<file path="src/rtl/wb_pkg.sv">
// rtl/wb_pkg.sv - load-size encodings and default writeback entry type
package wb_pkg;

   localparam logic [1:0] LD_BYTE = 2'd0;
   localparam logic [1:0] LD_HALF = 2'd1;
   localparam logic [1:0] LD_WORD = 2'd2;

   localparam int WB_DATA_W = 32;
   localparam int WB_ADDR_W = 5;

   typedef struct packed {
      logic [WB_DATA_W-1:0] data;
      logic [WB_ADDR_W-1:0] addr;
      logic                 we;
   } wb_entry_t;

endpackage

</file>
<file path="src/rtl/wb_select_stage_if.sv">
// rtl/wb_select_stage_if.sv - upstream entry and register-file write port bundle
interface wb_select_stage_if #(
   parameter int DATA_W  = 32,
   parameter int NUM_SRC = 4,
   parameter int SEL_W   = $clog2(NUM_SRC),
   parameter int ADDR_W  = 5
);
   logic                      in_valid;
   logic                      in_ready;
   logic [NUM_SRC*DATA_W-1:0] src_data;
   logic [SEL_W-1:0]          src_sel;
   logic [ADDR_W-1:0]         rd_addr;
   logic                      reg_write;
   logic [1:0]                ld_size;
   logic                      ld_unsigned;
   logic [1:0]                byte_off;
   logic                      flush;
   logic                      wb_valid;
   logic                      wb_ready;
   logic [DATA_W-1:0]         wb_data;
   logic [ADDR_W-1:0]         wb_addr;
   logic                      wb_we;
   logic [31:0]               wb_count;

   modport master (
      output in_valid, src_data, src_sel, rd_addr, reg_write,
             ld_size, ld_unsigned, byte_off, flush, wb_ready,
      input  in_ready, wb_valid, wb_data, wb_addr, wb_we, wb_count
   );

   modport slave (
      input  in_valid, src_data, src_sel, rd_addr, reg_write,
             ld_size, ld_unsigned, byte_off, flush, wb_ready,
      output in_ready, wb_valid, wb_data, wb_addr, wb_we, wb_count
   );

endinterface

</file>
<file path="src/rtl/wb_skid_buffer.sv">
// rtl/wb_skid_buffer.sv - generic 2-entry valid/ready buffer with registered in_ready and flush
module wb_skid_buffer
   import wb_pkg::*;
#(
   parameter type entry_t = wb_entry_t
) (
   input  logic   clk,
   input  logic   rst,
   input  logic   flush,
   input  logic   in_valid,
   output logic   in_ready,
   input  entry_t in_entry,
   output logic   out_valid,
   input  logic   out_ready,
   output entry_t out_entry
);

   entry_t skid_q;
   entry_t out_d;
   entry_t skid_d;
   logic   skid_valid;
   logic   out_valid_d;
   logic   skid_valid_d;
   logic   accept;
   logic   drain;

   always_comb begin
      accept       = in_valid & in_ready & ~flush;
      drain        = out_valid & out_ready & ~flush;
      out_d        = out_entry;
      skid_d       = skid_q;
      out_valid_d  = out_valid;
      skid_valid_d = skid_valid;
      if (flush) begin
         out_valid_d  = 1'b0;
         skid_valid_d = 1'b0;
      end else if (skid_valid) begin
         // full: in_ready is low, so only a drain can happen; skid moves up to keep order
         if (drain) begin
            out_d        = skid_q;
            skid_valid_d = 1'b0;
         end
      end else if (out_valid) begin
         if (drain && accept) begin
            out_d = in_entry;
         end else if (drain) begin
            out_valid_d = 1'b0;
         end else if (accept) begin
            skid_d       = in_entry;
            skid_valid_d = 1'b1;
         end
      end else if (accept) begin
         out_d       = in_entry;
         out_valid_d = 1'b1;
      end
   end

   always_ff @(posedge clk or posedge rst) begin
      if (rst) begin
         out_entry  <= '0;
         skid_q     <= '0;
         out_valid  <= 1'b0;
         skid_valid <= 1'b0;
         in_ready   <= 1'b1;
      end else begin
         out_entry  <= out_d;
         skid_q     <= skid_d;
         out_valid  <= out_valid_d;
         skid_valid <= skid_valid_d;
         // skid occupied implies output occupied, so a free skid slot means occupancy < 2
         in_ready   <= ~skid_valid_d;
      end
   end

endmodule

</file>
<file path="src/rtl/wb_select_stage.sv">
// rtl/wb_select_stage.sv - registered writeback source select with skid-buffered write port
// (optional load extension under WB_LOAD_EXT_EN)
module wb_select_stage
   import wb_pkg::*;
#(
   parameter int DATA_W   = 32,
   parameter int NUM_SRC  = 4,
   parameter int SEL_W    = $clog2(NUM_SRC),
   parameter int ADDR_W   = 5,
   parameter int LOAD_SRC = 1
) (
   input logic               clk,
   input logic               rst,
   wb_select_stage_if.slave  bus
);

   typedef struct packed {
      logic [DATA_W-1:0] data;
      logic [ADDR_W-1:0] addr;
      logic              we;
   } entry_t;

   logic [DATA_W-1:0] sel_data;
   entry_t            in_entry;
   entry_t            out_entry;
   logic              in_ready;
   logic              out_valid;
   logic [31:0]       count_q;

   // out-of-range selects fall through with zero data
   always_comb begin
      sel_data = '0;
      for (int i = 0; i < NUM_SRC; i++) begin
         if (int'(bus.src_sel) == i) sel_data = bus.src_data[i*DATA_W +: DATA_W];
      end
   end

`ifdef WB_LOAD_EXT_EN
   function automatic logic [DATA_W-1:0] load_extend(
      input logic [DATA_W-1:0] raw,
      input logic [1:0]        size,
      input logic              uns,
      input logic [1:0]        off
   );
      logic [DATA_W-1:0] sh;
      logic [DATA_W-1:0] res;
      sh = raw >> {off, 3'b000};
      case (size)
         LD_BYTE: res = {{(DATA_W-8){~uns & sh[7]}}, sh[7:0]};
         LD_HALF: begin
            sh  = raw >> {off[1], 4'b0000};
            res = {{(DATA_W-16){~uns & sh[15]}}, sh[15:0]};
         end
         LD_WORD: res = sh;
         default: res = sh;
      endcase
      return res;
   endfunction

   always_comb begin
      in_entry      = '0;
      in_entry.data = (int'(bus.src_sel) == LOAD_SRC)
                      ? load_extend(sel_data, bus.ld_size, bus.ld_unsigned, bus.byte_off)
                      : sel_data;
      in_entry.addr = bus.rd_addr;
      in_entry.we   = bus.reg_write & (|bus.rd_addr);
   end
`else
   logic unused_ld;
   assign unused_ld = ^{bus.ld_size, bus.ld_unsigned, bus.byte_off, (LOAD_SRC < 0)};

   always_comb begin
      in_entry      = '0;
      in_entry.data = sel_data;
      in_entry.addr = bus.rd_addr;
      in_entry.we   = bus.reg_write & (|bus.rd_addr);
   end
`endif

   wb_skid_buffer #(
      .entry_t (entry_t)
   ) u_skid (
      .clk       (clk),
      .rst       (rst),
      .flush     (bus.flush),
      .in_valid  (bus.in_valid),
      .in_ready  (in_ready),
      .in_entry  (in_entry),
      .out_valid (out_valid),
      .out_ready (bus.wb_ready),
      .out_entry (out_entry)
   );

   // a flush wins over the drain, so a handshake in the flush cycle is not a commit
   always_ff @(posedge clk or posedge rst) begin
      if (rst) begin
         count_q <= 32'd0;
      end else if (out_valid && bus.wb_ready && out_entry.we && !bus.flush) begin
         count_q <= count_q + 32'd1;
      end
   end

   assign bus.in_ready = in_ready;
   assign bus.wb_valid = out_valid;
   assign bus.wb_data  = out_entry.data;
   assign bus.wb_addr  = out_entry.addr;
   assign bus.wb_we    = out_entry.we;
   assign bus.wb_count = count_q;

endmodule

</file>
<file path="src/flat_wrapper.sv">
// flat-port wrapper written by rule: the top's interface ports become plain ports
module wb_select_stage_flat import wb_pkg::*;
#(
   parameter int DATA_W   = 32,
   parameter int NUM_SRC  = 4,
   parameter int SEL_W    = $clog2(NUM_SRC),
   parameter int ADDR_W   = 5,
   parameter int LOAD_SRC = 1
)
  (clk, rst, bus_in_valid, bus_src_data, bus_src_sel, bus_rd_addr, bus_reg_write, bus_ld_size, bus_ld_unsigned, bus_byte_off, bus_flush, bus_wb_ready, bus_in_ready, bus_wb_valid, bus_wb_data, bus_wb_addr, bus_wb_we, bus_wb_count);
  wb_select_stage_if #(.DATA_W(DATA_W), .NUM_SRC(NUM_SRC), .SEL_W(SEL_W), .ADDR_W(ADDR_W)) bus_i ();
  input logic clk;
  input logic rst;
  input wire logic [$bits(bus_i.in_valid)-1:0] bus_in_valid;
  input wire logic [$bits(bus_i.src_data)-1:0] bus_src_data;
  input wire logic [$bits(bus_i.src_sel)-1:0] bus_src_sel;
  input wire logic [$bits(bus_i.rd_addr)-1:0] bus_rd_addr;
  input wire logic [$bits(bus_i.reg_write)-1:0] bus_reg_write;
  input wire logic [$bits(bus_i.ld_size)-1:0] bus_ld_size;
  input wire logic [$bits(bus_i.ld_unsigned)-1:0] bus_ld_unsigned;
  input wire logic [$bits(bus_i.byte_off)-1:0] bus_byte_off;
  input wire logic [$bits(bus_i.flush)-1:0] bus_flush;
  input wire logic [$bits(bus_i.wb_ready)-1:0] bus_wb_ready;
  output wire logic [$bits(bus_i.in_ready)-1:0] bus_in_ready;
  output wire logic [$bits(bus_i.wb_valid)-1:0] bus_wb_valid;
  output wire logic [$bits(bus_i.wb_data)-1:0] bus_wb_data;
  output wire logic [$bits(bus_i.wb_addr)-1:0] bus_wb_addr;
  output wire logic [$bits(bus_i.wb_we)-1:0] bus_wb_we;
  output wire logic [$bits(bus_i.wb_count)-1:0] bus_wb_count;
  assign bus_i.in_valid = bus_in_valid;
  assign bus_i.src_data = bus_src_data;
  assign bus_i.src_sel = bus_src_sel;
  assign bus_i.rd_addr = bus_rd_addr;
  assign bus_i.reg_write = bus_reg_write;
  assign bus_i.ld_size = bus_ld_size;
  assign bus_i.ld_unsigned = bus_ld_unsigned;
  assign bus_i.byte_off = bus_byte_off;
  assign bus_i.flush = bus_flush;
  assign bus_i.wb_ready = bus_wb_ready;
  assign bus_in_ready = bus_i.in_ready;
  assign bus_wb_valid = bus_i.wb_valid;
  assign bus_wb_data = bus_i.wb_data;
  assign bus_wb_addr = bus_i.wb_addr;
  assign bus_wb_we = bus_i.wb_we;
  assign bus_wb_count = bus_i.wb_count;
  wb_select_stage #(.DATA_W(DATA_W), .NUM_SRC(NUM_SRC), .SEL_W(SEL_W), .ADDR_W(ADDR_W), .LOAD_SRC(LOAD_SRC)) u_core (.clk(clk), .rst(rst), .bus(bus_i));
endmodule
</file>
<file path="config.mk">
export PLATFORM = sky130hd
export DESIGN_NAME = wb_select_stage_flat
export DESIGN_NICKNAME = d
export VERILOG_FILES = /design/src/rtl/wb_pkg.sv /design/src/rtl/wb_select_stage_if.sv /design/src/rtl/wb_skid_buffer.sv /design/src/rtl/wb_select_stage.sv /design/src/flat_wrapper.sv
export SDC_FILE = /design/constraint.sdc
export NUM_CORES = 1
export LEC_CHECK = 0
export CORE_ASPECT_RATIO = 0.75
export CORE_MARGIN = 2
export CORE_UTILIZATION = 45
export CTS_CLUSTER_DIAMETER = 60
export DETAILED_ROUTE_END_ITERATION = 16
export GPL_ROUTABILITY_DRIVEN = 0
export PLACE_DENSITY = 0.82
export SLEW_MARGIN = 20
export SYNTH_ARGS = -nofsm -noshare
export SYNTH_HDL_FRONTEND = slang
export SYNTH_HIERARCHICAL = 1
export SYNTH_SLANG_ARGS = --single-unit
</file>
<file path="constraint.sdc">
create_clock -name clk -period 3.15 [get_ports clk]
set_input_delay 0.63 -clock clk [delete_from_list [all_inputs] [get_ports clk]]
set_output_delay 0.63 -clock clk [all_outputs]
set_load 0.01 [all_outputs]
</file>
==> reports/qor.txt <==
final WL -> 13900 µm
final worst path period share -> 74.1%
highest-count cells in the layout ignoring fill and taps -> clkdlybuf4s50_1, dfrtp_1, mux2_2
Post-CTS Hold Buffers -> 0
Worst Setup End Kind -> register
Req. time, crit path -> 3.37 ns
worst min path class -> register to register
sequential element share of the synthesized area -> 48.2%
Slew headroom -> 54.0%
library cells used by synthesis -> 35
area grow syn2layout -> 46.3%
number of antenna diodes -> 0
DRC Markers -> 0
worst setup path start -> bus_in_valid
dpl hpwl -> 10500 µm
post-route ant nets -> 0
cell family with most CP delay -> simple AND/OR/NAND/NOR gates
fin cells -> 770
die area -> 13700 µm²
Pre-Repair DR Iteration Count -> 5
die height -> 102 µm
maximum vdd drop -> 303 µV
Worst Tran Pin Value -> 0.690 ns
routed length per instance -> 18.0 µm
syn_nets -> 537
layout net count -> 746
unrepaired setup endpoints after global routing -> no
via count -> 4105
commonest non-fill, non-tap cell in the layout -> clkdlybuf4s50_1
Final Hold Vio Count -> 0
#FFs+latches synth -> 111
leakage power figure -> 3.48 nW
vias in the first global route -> 4501
CTS tree -> built
Synth Cell Area -> 5760 µm²
CTS Buffer Depth -> 2
Post-CTS Resized -> 0
largest net degree at the start of global routing -> 80
CTS clk-pin slew, worst paths -> 0.07 ns
Max Fclk -> 0.429 GHz
PwrDens -> 549 nW/µm²
H-tree levels -> 3
Top Ports -> 218
Clock Latency Late Sink -> 0.34 ns
crit path launch type -> input pin
clk root buf -> clkbuf_16
share of cells above drive strength 1 -> 30.3%
WP depth -> 4
initial antenna violation count -> 0
number of synthesized flops with an enable pin -> 0
DRT iter0 DRCs -> 288
Die X-Extent -> 135 µm
number of buffers created by CTS -> 9
post-CTS setup repair buffer count -> 0
final slew viol count -> 0
FFs w/ async S/R, synth -> 100%
Cell Rows -> 35
RR Endpoint -> u_core/u_skid/skid_q[21]
Syn Inst Count -> 390
cell chain of the critical path -> clkdlybuf4s50_1 > nand3b_4 > or4b_4 > mux2_4
GRT Total Usage -> 21.5%
Final min period -> 2.33 ns
Starting Density -> 46.5%
critical setup path kind -> input pin to register
Avg Cell Area, Syn -> 14.8 µm²
Arr. time, crit path -> 2.56 ns
R2R Path Start -> u_core/u_skid/skid_valid
GR Overflow Total -> 0
CTS Sinks -> 111
CP max stage delay -> 0.85 ns
number of fill cells -> 904
global-route wire length before repair -> 23000 µm
Critical Path Sink -> u_core/u_skid/skid_q[21]
number of synthesis warnings -> 6
crit-path max FO -> 38
R2R setup slack -> 0.95 ns
Core Area -> 12400 µm²
final count of negative-setup-slack endpoints -> 0
slowest stage cell on the critical path -> or4b_4
max-cap violations -> 0
setup TNS -> 0 ns
drt via density -> 5.33
run status -> completed
Max Clock Skew -> 0.00656 ns
I/O Buffers -> 212
dpl cells -> 754
WP buf/inv -> 1
r2r worst-path depth -> 3
Top FF cell, synth -> dfrtp_1
-- through the flow --
step	worst slack, ns	power (mW)	util (%)	hold slack [ns]	area (µm²)
2_1_floorplan	0.498	2.61	-	0.474	5760
3_3_place_gp	0.502	3.26	65.1	0.462	8070
3_5_place_dp	0.475	3.31	65.1	0.485	8070
4_1_cts	0.835	4.69	68.0	0.497	8430
5_1_grt	0.799	4.88	68.0	0.512	8430
6_report	0.817	4.63	68.0	0.493	8430
-- worst reg2reg max path: stages (launching register included) --
cell      delay, ns
dfrtp_2        0.56
nand3b_4       0.25
or4b_4         0.85
mux2_4         0.42
-- sequential cells by signal (all words and copies together) (netlist names) --
signal,flops
u_core/u_skid/out_entry,38
u_core/u_skid/skid_q,38
u_core/bus.wb_count,32
u_core/u_skid/in_ready,1
u_core/u_skid/out_valid,1
u_core/u_skid/skid_valid,1
-- cell type report --
type	count	area, µm²	share of cell area [%]
clock inverter	6	133	1.57
inverter	9	35.0	0.415
sequential	111	2780	33.0
timing repair buffer	220	2200	26.1
tap	166	208	2.46
clock buffer	10	229	2.72
multi-input combinational	248	2850	33.7
-- cell usage after synthesis, types with 2 or more instances --
cell / n / area, µm²
dfrtp_1: 110 / 2750
mux2_2: 95 / 1070
mux4_2: 32 / 721
xnor2_1: 25 / 219
mux2_4: 20 / 300
nand4_1: 16 / 100
nand3_1: 14 / 70.1
buf_2: 9 / 45.0
inv_1: 9 / 33.8
clkbuf_1: 7 / 26.3
nand2_1: 6 / 22.5
nor2_1: 6 / 22.5
xor2_1: 6 / 52.6
and3_1: 5 / 31.3
buf_6: 4 / 45.0
nor3_1: 3 / 15.0
and2_1: 2 / 12.5
and4_1: 2 / 17.5
buf_1: 2 / 7.51
nor3_2: 2 / 20.0
-- worst min-delay path by stage --
| stage | startpoint | endpoint | cells after the start |
|---|---|---|---|
| 2_1_floorplan | u_core/u_skid/skid_q[0] | u_core/u_skid/skid_q[0] | 1 |
| 3_3_place_gp | u_core/bus.wb_count[31] | u_core/bus.wb_count[31] | 1 |
| 3_5_place_dp | u_core/bus.wb_count[22] | u_core/bus.wb_count[22] | 1 |
| 4_1_cts | u_core/bus.wb_count[31] | u_core/bus.wb_count[31] | 1 |
| 5_1_grt | u_core/bus.wb_count[31] | u_core/bus.wb_count[31] | 1 |
| 6_report | u_core/bus.wb_count[22] | u_core/bus.wb_count[22] | 1 |
-- routing by layer --
metal,up-vias,global-route usage (%),routed length [µm]
li1,1878,-,-
met1,2086,26.7,5750
met2,125,38.3,7180
met3,16,5.21,738
met4,0,5.51,214
met5,-,0,0
-- power by group --
group | internal (mW) | switching, mW
registers | 1.77 | 0.207
clock network | 0.857 | 0.495
logic | 0.881 | 0.425
total | 3.50 | 1.13
-- logic make-up (layout without fill, tap and decap cells) --
| group | Yosys count | after routing | share of synthesized area, % |
|---|---|---|---|
| xor+xnor | 31 | 31 | 4.71 |
| simple gates | 63 | 63 | 7.14 |
| fa+ha+maj | 1 | 1 | 0.217 |
| mux | 147 | 147 | 36.3 |
| flops | 111 | 111 | 48.2 |
| compound gates | 6 | 6 | 0.716 |
| buf+inv | 31 | 245 | 2.73 |
(Power assumes the default switching activity.)
